File: src/rtl/spi_seq_pkg.sv
// Shared types for the SPI transmit sequencer: FSM states, slave register offsets
// and the FIFO entry layout.
package spi_seq_pkg;

  typedef enum logic [1:0] {
    IDLE,
    POLL,
    WRITE,
    ADVANCE
  } state_t;

  localparam logic [3:0] OFF_TXDATA = 4'h0;
  localparam logic [3:0] OFF_STATUS = 4'h4;
  localparam logic [3:0] OFF_CTRL   = 4'h8;
  localparam logic [3:0] OFF_REPEAT = 4'hC;

  typedef struct packed {
    logic [15:0] count;
    logic        dc;
    logic [7:0]  byte_val;
  } tx_entry_t;

endpackage

File: src/rtl/spi_tx_sequencer_if.sv
// Simple memory-bus port: master drives address/strobes/write data,
// slave returns read data and ready.
interface spi_tx_sequencer_if;
  logic [31:0] address;
  logic        sel;
  logic        read;
  logic [31:0] read_value;
  logic [3:0]  write_mask;
  logic [31:0] write_value;
  logic        ready;

  modport master (output address, sel, read, write_mask, write_value,
                  input  read_value, ready);
  modport slave  (input  address, sel, read, write_mask, write_value,
                  output read_value, ready);
endinterface

File: src/rtl/sync_fifo.sv
// Single-clock FIFO with synchronous flush; callers never push when full
// or pop when empty.
module sync_fifo #(
  parameter int unsigned WIDTH = 8,
  parameter int unsigned DEPTH = 16
) (
  input  logic                     clk,
  input  logic                     reset,
  input  logic                     push,
  input  logic                     pop,
  input  logic                     flush,
  input  logic [WIDTH-1:0]         wdata,
  output logic [WIDTH-1:0]         rdata,
  output logic                     full,
  output logic                     empty,
  output logic [$clog2(DEPTH):0]   count
);
  localparam int unsigned AW = $clog2(DEPTH);

  logic [WIDTH-1:0] mem_q [DEPTH];
  logic [AW-1:0]    wr_ptr_q, wr_ptr_d, rd_ptr_q, rd_ptr_d;
  logic [AW:0]      count_q, count_d;

  always_comb begin
    wr_ptr_d = wr_ptr_q;
    rd_ptr_d = rd_ptr_q;
    count_d  = count_q;
    if (flush) begin
      wr_ptr_d = '0;
      rd_ptr_d = '0;
      count_d  = '0;
    end else begin
      if (push) wr_ptr_d = wr_ptr_q + 1'b1;
      if (pop)  rd_ptr_d = rd_ptr_q + 1'b1;
      if (push && !pop)      count_d = count_q + 1'b1;
      else if (pop && !push) count_d = count_q - 1'b1;
    end
  end

  always_ff @(posedge clk) begin
    if (reset) begin
      wr_ptr_q <= '0;
      rd_ptr_q <= '0;
      count_q  <= '0;
    end else begin
      wr_ptr_q <= wr_ptr_d;
      rd_ptr_q <= rd_ptr_d;
      count_q  <= count_d;
    end
  end

  always_ff @(posedge clk) begin
    if (push && !flush) mem_q[wr_ptr_q] <= wdata;
  end

  assign rdata = mem_q[rd_ptr_q];
  assign full  = (count_q == (AW+1)'(DEPTH));
  assign empty = (count_q == '0);
  assign count = count_q;
endmodule

File: src/rtl/spi_tx_sequencer.sv
// SPI transmit sequencer: CPU queues LCD bytes and run-length fills; an FSM drains
// them by polling the SPI controller's busy flag and writing each byte to it.
module spi_tx_sequencer
  import spi_seq_pkg::*;
#(
  parameter int unsigned DEPTH        = 16,
  parameter logic [31:0] SPI_BASE     = 32'h0004_1000,
  parameter logic [3:0]  SPI_DATA_OFF = 4'h0,
  parameter logic [3:0]  SPI_STAT_OFF = 4'h4
) (
  input  logic               clk,
  input  logic               reset,
  spi_tx_sequencer_if.slave  cpu,
  spi_tx_sequencer_if.master spi,
  output logic               irq_out
);
  localparam int unsigned CW = $clog2(DEPTH) + 1;

  tx_entry_t     head, push_entry;
  logic          fifo_push, fifo_pop, fifo_full, fifo_empty;
  logic [CW-1:0] fifo_count;
  logic [3:0]    off;
  logic          cpu_wr, push_req, flush_now, unused_bits;

  state_t      state_q, state_d;
  logic        enable_q, enable_d, irqen_q, irqen_d, ovf_q, ovf_d;
  logic        partial_q, partial_d, abort_q, abort_d;
  logic [15:0] cur_count_q, cur_count_d;
  logic [7:0]  cur_byte_q, cur_byte_d;
  logic        cur_dc_q, cur_dc_d;
  logic        sel_q, sel_d, rd_q, rd_d;
  logic [3:0]  mask_q, mask_d;
  logic [31:0] addr_q, addr_d, wval_q, wval_d;

  assign off         = cpu.address[3:0];
  assign cpu_wr      = cpu.sel & (cpu.write_mask != 4'h0);
  assign flush_now   = cpu_wr & (off == OFF_CTRL) & cpu.write_value[1];
  assign cpu.ready   = cpu.sel;
  assign unused_bits = ^{cpu.address[31:4], cpu.read, cpu.write_value[15:9], spi.read_value[31:1]};

  always_comb begin
    push_entry = '{count: 16'd1, dc: cpu.write_value[8], byte_val: cpu.write_value[7:0]};
    push_req   = 1'b0;
    if (cpu_wr && off == OFF_TXDATA) push_req = 1'b1;
    if (cpu_wr && off == OFF_REPEAT) begin
      push_entry.count = cpu.write_value[31:16];
      push_req         = (cpu.write_value[31:16] != 16'd0);
    end
  end
  // Full is judged on pre-edge state, so a same-cycle pop never rescues a push.
  assign fifo_push = push_req & ~fifo_full;

  always_comb begin
    cpu.read_value = '0;
    if (cpu.sel) begin
      case (off)
        OFF_STATUS: cpu.read_value = {16'h0, 8'(fifo_count), 4'h0, ovf_q,
                                      state_q != IDLE, fifo_full, fifo_empty};
        OFF_CTRL:   cpu.read_value = {29'h0, irqen_q, 1'b0, enable_q};
        default:    cpu.read_value = '0;
      endcase
    end
  end

  always_comb begin
    enable_d = enable_q;
    irqen_d  = irqen_q;
    ovf_d    = ovf_q;
    if (cpu_wr && off == OFF_CTRL) begin
      enable_d = cpu.write_value[0];
      irqen_d  = cpu.write_value[2];
    end
    if (cpu_wr && off == OFF_STATUS && cpu.write_value[3]) ovf_d = 1'b0;
    if (push_req && fifo_full) ovf_d = 1'b1;
    if (flush_now) ovf_d = 1'b0;
  end

  always_comb begin
    state_d     = state_q;
    cur_count_d = cur_count_q;
    cur_byte_d  = cur_byte_q;
    cur_dc_d    = cur_dc_q;
    partial_d   = partial_q;
    fifo_pop    = 1'b0;
    case (state_q)
      IDLE: begin
        if (enable_q && !flush_now && (partial_q || !fifo_empty)) begin
          if (!partial_q) begin
            cur_count_d = head.count;
            cur_byte_d  = head.byte_val;
            cur_dc_d    = head.dc;
            partial_d   = 1'b1;
          end
          state_d = POLL;
        end
      end
      POLL: begin
        if (spi.ready) begin
          if (abort_q || flush_now)  state_d = IDLE;
          else if (!spi.read_value[0]) state_d = WRITE;
        end
      end
      WRITE: begin
        if (spi.ready) state_d = (abort_q || flush_now) ? IDLE : ADVANCE;
      end
      ADVANCE: begin
        if (abort_q || flush_now) begin
          state_d = IDLE;
        end else begin
          cur_count_d = cur_count_q - 16'd1;
          if (cur_count_d == 16'd0) begin
            fifo_pop  = 1'b1;
            partial_d = 1'b0;
            state_d   = IDLE;
          end else begin
            state_d = enable_q ? POLL : IDLE;
          end
        end
      end
      default: state_d = IDLE;
    endcase
    if (flush_now) partial_d = 1'b0;
    // A flush that lands mid-transaction is remembered until that transaction completes.
    abort_d = (abort_q | flush_now) & (state_d != IDLE);
  end

  always_comb begin
    sel_d  = 1'b0;
    rd_d   = 1'b0;
    mask_d = 4'h0;
    addr_d = '0;
    wval_d = '0;
    if (state_d == POLL) begin
      sel_d  = 1'b1;
      rd_d   = 1'b1;
      addr_d = SPI_BASE + 32'(SPI_STAT_OFF);
    end else if (state_d == WRITE) begin
      sel_d  = 1'b1;
      mask_d = 4'hF;
      addr_d = SPI_BASE + 32'(SPI_DATA_OFF);
      wval_d = {23'h0, cur_dc_d, cur_byte_d};
    end
  end

  always_ff @(posedge clk) begin
    if (reset) begin
      state_q     <= IDLE;
      enable_q    <= 1'b0;
      irqen_q     <= 1'b0;
      ovf_q       <= 1'b0;
      partial_q   <= 1'b0;
      abort_q     <= 1'b0;
      cur_count_q <= '0;
      cur_byte_q  <= '0;
      cur_dc_q    <= 1'b0;
      sel_q       <= 1'b0;
      rd_q        <= 1'b0;
      mask_q      <= '0;
      addr_q      <= '0;
      wval_q      <= '0;
    end else begin
      state_q     <= state_d;
      enable_q    <= enable_d;
      irqen_q     <= irqen_d;
      ovf_q       <= ovf_d;
      partial_q   <= partial_d;
      abort_q     <= abort_d;
      cur_count_q <= cur_count_d;
      cur_byte_q  <= cur_byte_d;
      cur_dc_q    <= cur_dc_d;
      sel_q       <= sel_d;
      rd_q        <= rd_d;
      mask_q      <= mask_d;
      addr_q      <= addr_d;
      wval_q      <= wval_d;
    end
  end

  assign spi.sel         = sel_q;
  assign spi.read        = rd_q;
  assign spi.write_mask  = mask_q;
  assign spi.address     = addr_q;
  assign spi.write_value = wval_q;
  assign irq_out         = fifo_empty & (state_q == IDLE) & irqen_q;

  sync_fifo #(.WIDTH($bits(tx_entry_t)), .DEPTH(DEPTH)) u_fifo (
    .clk   (clk),
    .reset (reset),
    .push  (fifo_push),
    .pop   (fifo_pop),
    .flush (flush_now),
    .wdata (push_entry),
    .rdata (head),
    .full  (fifo_full),
    .empty (fifo_empty),
    .count (fifo_count)
  );
endmodule

File: src/flat_wrapper.sv
// flat-port wrapper written by rule: the top's interface ports become plain ports
module spi_tx_sequencer_flat import spi_seq_pkg::*;
#(
  parameter int unsigned DEPTH        = 16,
  parameter logic [31:0] SPI_BASE     = 32'h0004_1000,
  parameter logic [3:0]  SPI_DATA_OFF = 4'h0,
  parameter logic [3:0]  SPI_STAT_OFF = 4'h4
)
  (clk, reset, irq_out, cpu_address, cpu_sel, cpu_read, cpu_write_mask, cpu_write_value, cpu_read_value, cpu_ready, spi_address, spi_sel, spi_read, spi_write_mask, spi_write_value, spi_read_value, spi_ready);
  spi_tx_sequencer_if cpu_i ();
  spi_tx_sequencer_if spi_i ();
  input  logic clk;
  input  logic reset;
  output logic irq_out;
  input wire logic [$bits(cpu_i.address)-1:0] cpu_address;
  input wire logic [$bits(cpu_i.sel)-1:0] cpu_sel;
  input wire logic [$bits(cpu_i.read)-1:0] cpu_read;
  input wire logic [$bits(cpu_i.write_mask)-1:0] cpu_write_mask;
  input wire logic [$bits(cpu_i.write_value)-1:0] cpu_write_value;
  output wire logic [$bits(cpu_i.read_value)-1:0] cpu_read_value;
  output wire logic [$bits(cpu_i.ready)-1:0] cpu_ready;
  output wire logic [$bits(spi_i.address)-1:0] spi_address;
  output wire logic [$bits(spi_i.sel)-1:0] spi_sel;
  output wire logic [$bits(spi_i.read)-1:0] spi_read;
  output wire logic [$bits(spi_i.write_mask)-1:0] spi_write_mask;
  output wire logic [$bits(spi_i.write_value)-1:0] spi_write_value;
  input wire logic [$bits(spi_i.read_value)-1:0] spi_read_value;
  input wire logic [$bits(spi_i.ready)-1:0] spi_ready;
  assign cpu_i.address = cpu_address;
  assign cpu_i.sel = cpu_sel;
  assign cpu_i.read = cpu_read;
  assign cpu_i.write_mask = cpu_write_mask;
  assign cpu_i.write_value = cpu_write_value;
  assign cpu_read_value = cpu_i.read_value;
  assign cpu_ready = cpu_i.ready;
  assign spi_address = spi_i.address;
  assign spi_sel = spi_i.sel;
  assign spi_read = spi_i.read;
  assign spi_write_mask = spi_i.write_mask;
  assign spi_write_value = spi_i.write_value;
  assign spi_i.read_value = spi_read_value;
  assign spi_i.ready = spi_ready;
  spi_tx_sequencer #(.DEPTH(DEPTH), .SPI_BASE(SPI_BASE), .SPI_DATA_OFF(SPI_DATA_OFF), .SPI_STAT_OFF(SPI_STAT_OFF)) u_core (.clk(clk), .reset(reset), .cpu(cpu_i), .spi(spi_i), .irq_out(irq_out));
endmodule
File: config.mk
export PLATFORM = sky130hd
export DESIGN_NAME = spi_tx_sequencer_flat
export DESIGN_NICKNAME = d
export VERILOG_FILES = /design/src/rtl/spi_seq_pkg.sv /design/src/rtl/spi_tx_sequencer_if.sv /design/src/rtl/sync_fifo.sv /design/src/rtl/spi_tx_sequencer.sv /design/src/flat_wrapper.sv
export SDC_FILE = /design/constraint.sdc
export NUM_CORES = 1
export LEC_CHECK = 0
export ABC_AREA = 0
export CAP_MARGIN = 10
export CORE_MARGIN = 2
export CORE_UTILIZATION = 46
export DETAILED_ROUTE_END_ITERATION = 8
export PLACE_DENSITY = 0.67
export SKIP_CTS_REPAIR_TIMING = 1
export SLEW_MARGIN = 20
export SYNTH_ARGS = -nofsm -noshare
export SYNTH_HDL_FRONTEND = slang
export SYNTH_SLANG_ARGS = --single-unit
export TNS_END_PERCENT = 1
File: constraint.sdc
create_clock -name clk -period 7.76 [get_ports clk]
set_input_delay 2.328 -clock clk [delete_from_list [all_inputs] [get_ports clk]]
set_output_delay 2.328 -clock clk [all_outputs]
set_load 0.02 [all_outputs]
Yosys cells after proc, flatten, opt, wreduce, memory -nomap -nowiden

Memories as Yosys holds them, arrays and structs flattened. A register that Yosys moved wholly into a read port is not among the register bits.
Index checks and enable logic that the tools add are counted.

Register bits: 115
Bits in writable memories: 400
Memories kept: 1

Add/subtract/negate cells: 5
Equal/unequal tests: 13
Muxes and demuxes: 46
Bitwise logic cells: 10
Reduce and logical (&&, ||, !) cells: 33

Memories:

| name                | words | bits a word | read ports | clocked after Yosys merged registers in | wr ports | RTL line        | RTL |
|---|---|---|---|---|---|---|---|
| u_core.u_fifo.mem_q | 16    | 25          | 1          | 1                                       | 1        | sync_fifo.sv:20 | `logic [WIDTH-1:0] mem_q [DEPTH];` |

Operators by type and width:

| cell                                                                  | count |
|---|---|
| 16-bit 2-to-1 mux                                                     | 4 |
| 19-bit 2-to-1 mux                                                     | 2 |
| 32-bit 2-to-1 mux                                                     | 1 |
| 16-bit case mux with 2 select lines                                   | 1 |
| 13-bit case mux with 2 select lines                                   | 1 |
| 8-bit 2-to-1 mux                                                      | 3 |
| 1-bit 2-to-1 mux                                                      | 19 |
| 16-bit logical NOT                                                    | 1 |
| 2-bit 2-to-1 mux                                                      | 8 |
| 16-bit nonzero test                                                   | 1 |
| 16-bit by 1-bit subtractor with 16-bit output (second input constant) | 1 |
| 4-bit 2-to-1 mux                                                      | 3 |
| 1-bit logical AND                                                     | 11 |
| 5-bit 2-to-1 mux                                                      | 2 |
| 2-bit nonzero test                                                    | 5 |
| 4-bit by 1-bit adder with 4-bit output (second input constant)        | 2 |
| 4-bit == test (second input constant)                                 | 2 |
| 2-bit case mux with 4 select lines                                    | 1 |
| 4-bit AND reduction                                                   | 2 |
| 1-bit AND                                                             | 7 |
| 2-bit == test (second input constant)                                 | 3 |
| 5-bit by 1-bit adder with 5-bit output (second input constant)        | 1 |
| 5-bit == test (second input constant)                                 | 1 |
| 5-bit logical NOT                                                     | 1 |
| 15 further kinds                                                      | 24 |

Depth between registers and ports, before layout

Depth after elaboration: 12
Gate-level depth with buffers: 17

Cells and area by module

A second synthesis with hierarchy kept.

Cells, all modules: 1138
Area total of the unflattened synthesis: 19109.6 sq um

By module, submodules not included:

| module           | times used | cells an instance | area an instance (sq um) | seq. area each (sq um) |
|---|---|---|---|---|
| sync_fifo        | 1          | 721               | 15877.7                  | 12351.8 |
| spi_tx_sequencer | 1          | 417               | 3231.8                   | 880.8 |

Worst setup path before layout

No wires, ideal clock.

Path type: input to output
Start: input port cpu_address[1]
End: output port cpu_read_value[2]
Arrival: 3688 ps
Setup slack: 1744 ps
Stages: 3
Path buffers: 0
Path through: nor4b_1 o21ai_0 a21boi_0

Cells in the longest elaborated chain, start to end: 3
Elaborated cells on any way between the ends: 4
Classes of those cells: eq/ne: 2; mux: 2

Ends and longest elaborated chain:

| item                                                                             | RTL line               | RTL |
|---|---|---|
| from (decl)                                                                      | flat_wrapper.sv:15     | `input wire logic [$bits(cpu_i.address)-1:0] cpu_address;` |
| 4-bit == test / 4-bit by 3-bit == test with 1-bit output (equally long branches) | spi_tx_sequencer.sv:56 | `case (off)` |
| 13-bit case mux with 2 select lines (*)                                          | spi_tx_sequencer.sv:56 |  |
| 32-bit 2-to-1 mux (*)                                                            | spi_tx_sequencer.sv:55 | `if (cpu.sel) begin` |
| to (decl)                                                                        | flat_wrapper.sv:20     | `output wire logic [$bits(cpu_i.read_value)-1:0] cpu_read_value;` |

Mark *: on every way between the ends. The rest lies on a longest branch, timed or not.

Worst setup path after layout

Ends and elaborated chain as after synthesis.

==> reports/metrics.yaml <==
status: "finished, final reports clean"
grtUsageTotal_pct: 18.9
path_clk_slew_ns: 0.06
ys_types: 60
crit_required_ns: 5.43
period_share_pct: 85.0
yosysTopAreaCell: "edfxtp_1"
yosys_warnings: 0
finClkSkew_ns: 0.0176
seq_area_frac_synth_pct: 69.6
synth-main-ff-cell: "edfxtp_1"
endpoint_kind: "output pin"
rsz0062_at_grt: "no"
grt_antenna_before_repair: 0
critical_path.max_stage_delay_ns: 0.62
viasPerCell: 5.72
worstRegToRegCells: 16
finalNetCount: 1293
drtIter0Drc: 983
power_density_nw_per_um2: 228
drive_gt1_share_pct: 18.5
worstMarginPinSlew_ns: 1.01
antenna_cells: 0
cts_sinks: 461
die_w_microns: 207
critical_path_buf_inv_count: 3
fillCellCount: 3232
cap_violations: 0
synth_top_area_share_pct: 63.2
dieArea_sq_um: 43000
placedCellCount: 1654
rows: 74
synthTopCellsByArea: "edfxtp_1 (63%), mux4_2 (13%), dfxtp_1 (6.4%)"
slew_viol_final: 0
drc_errors: 0
layout_min_cycle_time_ns: 6.60
ys_ff_latch: 461
crit_chain: "clkdlybuf4s50_1 > nor4b_1 > buf_4 > nand2_1 > a21boi_0 > clkdlybuf4s50_1"
setup_ws_ns: 1.16
grt_pass1_wl_microns: 60900
critPathMostFrequentCell: "clkdlybuf4s50_1"
cp_top_family: "buffers and inverters"
ir_drop_v: 0.000177
h-tree-depth: 2
cts_buffers: 47
wirelength_microns: 41000
final_util_pct: 52.7
vias: 9971
critPathSlowestCell: "clkdlybuf4s50_1"
slew_headroom_pct: 32.4
synth_area_sq_um: 19000
num_io_pins: 209
r2r-end: "u_core.u_fifo.count[4]"
cts_tree: "done"
clock_latency_ns: 0.56
root_buffer: "clkbuf_16"
path_class: "in -> out"
final_cells: 1742
numPortBuffers: 66
grt_max_degree: 60
min-delay-start: "u_core.ovf_q"
hold_viol_final: 0
r2r_slack_ns: 3.24
synth_cells: 1091
finalSetupViolations: 0
overflow: 0
wire_per_inst_microns: 23.5
grt_pass1_vias: 9576
whs_path_depth: 2
yosys.cell_count.top_type: "edfxtp_1"
initial_utilization_pct: 46.6
worstReg2RegStart: "u_core.cur_count_q[0]"
area_growth_syn_to_layout_pct: 13.2
arrival_ns: 4.27
place_congestion: 0.866
ant_nets: 0
hold_path_end: "u_core.ovf_q"
clock.fmax_mhz: 152
core_sq_um: 40800
cts_max_path_buffers: 3
async_flop_share_pct: 0
drt_first_pass_iters: 6
ys_top_cells_by_count: "edfxtp_1 (400), mux4_2 (110), buf_4 (82), dfxtp_1 (61), nor2_1 (43)"
worstSetupStartpointType: "primary input"
setup_tns_ns: 0
path_max_fanout: 7
p_leak_nw: 6.99
dpl.hpwl_microns: 22500
synth.avg_cell_area_sq_um: 17.4
fp.dieH_microns: 207
place_ws_ns: 1.14
hold_class: "reg -> reg"
synth_edf_count: 400
## cells in the final DEF, fill, tap and decap left out, types with 7 or more instances in the layout
cell and instances:
nor3_1 17, dfxtp_1 57, nor2_1 43, mux4_2 110, nor4_1 9, conb_1 75, o21ai_0 21, clkbuf_16 49
inv_1 13, or3_1 7, buf_4 26, and3_1 22, edfxtp_1 400, clkinv_1 14, nor2b_1 21, clkdlybuf4s50_1 66
ha_1 14, mux2_2 12, clkbuf_1 16, or4_1 7, and2_1 28, nand2_1 33, a21oi_1 25, mux2i_1 21
## per-stage QoR
step	instance area, sq um	hold slack (ns)	power, W
after CTS	21500	0.461	0.00494
after floorplan	19300	0.432	0.00282
final	21500	0.462	0.00491
after global placement	20000	0.452	0.00283
after global routing	21500	0.496	0.00505
after detailed placement	20000	0.453	0.00283
## worst max-delay path by stage
stage,start,endpoint,slack [ns],cells after the start
final,cpu_address[1],cpu_read_value[2],1.16,6
after CTS,cpu_address[1],cpu_read_value[2],1.14,6
after floorplan,cpu_address[1],cpu_read_value[2],1.74,3
after global routing,cpu_address[1],cpu_read_value[2],1.02,6
after detailed placement,cpu_address[1],cpu_read_value[2],1.14,6
after global placement,cpu_address[1],cpu_read_value[2],1.14,6
## metal layers
| metal | global-route usage [%] | routed length (microns) | part of all wire (%) |
|---|---|---|---|
| met5 | 0 | 0 | 0 |
| met4 | 4.73 | 798 | 1.9 |
| met3 | 3.78 | 3260 | 7.9 |
| met2 | 29.0 | 19000 | 46 |
| met1 | 28.1 | 17900 | 44 |
## kinds of logic after synthesis
| group | share of synthesized area [%] |
|---|---|
| adder cells (fa/ha/maj) | 1.03 |
| other | 0.0197 |
| AND/OR/NAND/NOR | 6.28 |
| flip-flops | 69.6 |
| buffers and inverters | 4.59 |
| AO/OA/AOI/OAI | 3.28 |
| XOR/XNOR | 0.368 |
| multiplexers | 14.8 |
## state kept, by name, indices dropped and copies added (netlist names), named ones only
signal and count:
u_core.u_fifo.mem_q 400, u_core.cur_count_q 16, u_core.spi.write_value 9, u_core.cur_byte_q 8, u_core.u_fifo.count 5, u_core.u_fifo.rd_ptr_q 4
u_core.u_fifo.wr_ptr_q 4, u_core.spi.address 2, u_core.state_q 2, u_core.abort_q 1, u_core.cur_dc_q 1, u_core.enable_q 1
u_core.irqen_q 1, u_core.ovf_q 1, u_core.partial_q 1, u_core.spi.write_mask 1
## worst min-delay path, delay by kind of cell (launching register included)
kind | cells | cell delay [ns]
compound gates | 1 | 0.05
flops | 1 | 0.31
simple gates | 1 | 0.05
## final cells by class
cell class	count	area [sq um]	share of cell area, %
Multi-Input combinational cell	556	5220	24.2
Clock buffer	65	1290	5.97
Timing Repair Buffer	94	911	4.23
Clock inverter	21	156	0.726
Sequential cell	461	13200	61.5
Inverter	13	48.8	0.227
Tap cell	532	666	3.09
## where the power goes
part / switching [W] / internal [W]
sequential: 0.00000252 / 0.00267
clock: 0.000906 / 0.00122
combinational: 0.0000751 / 0.0000303
Power figures use the tool's default switching activity.
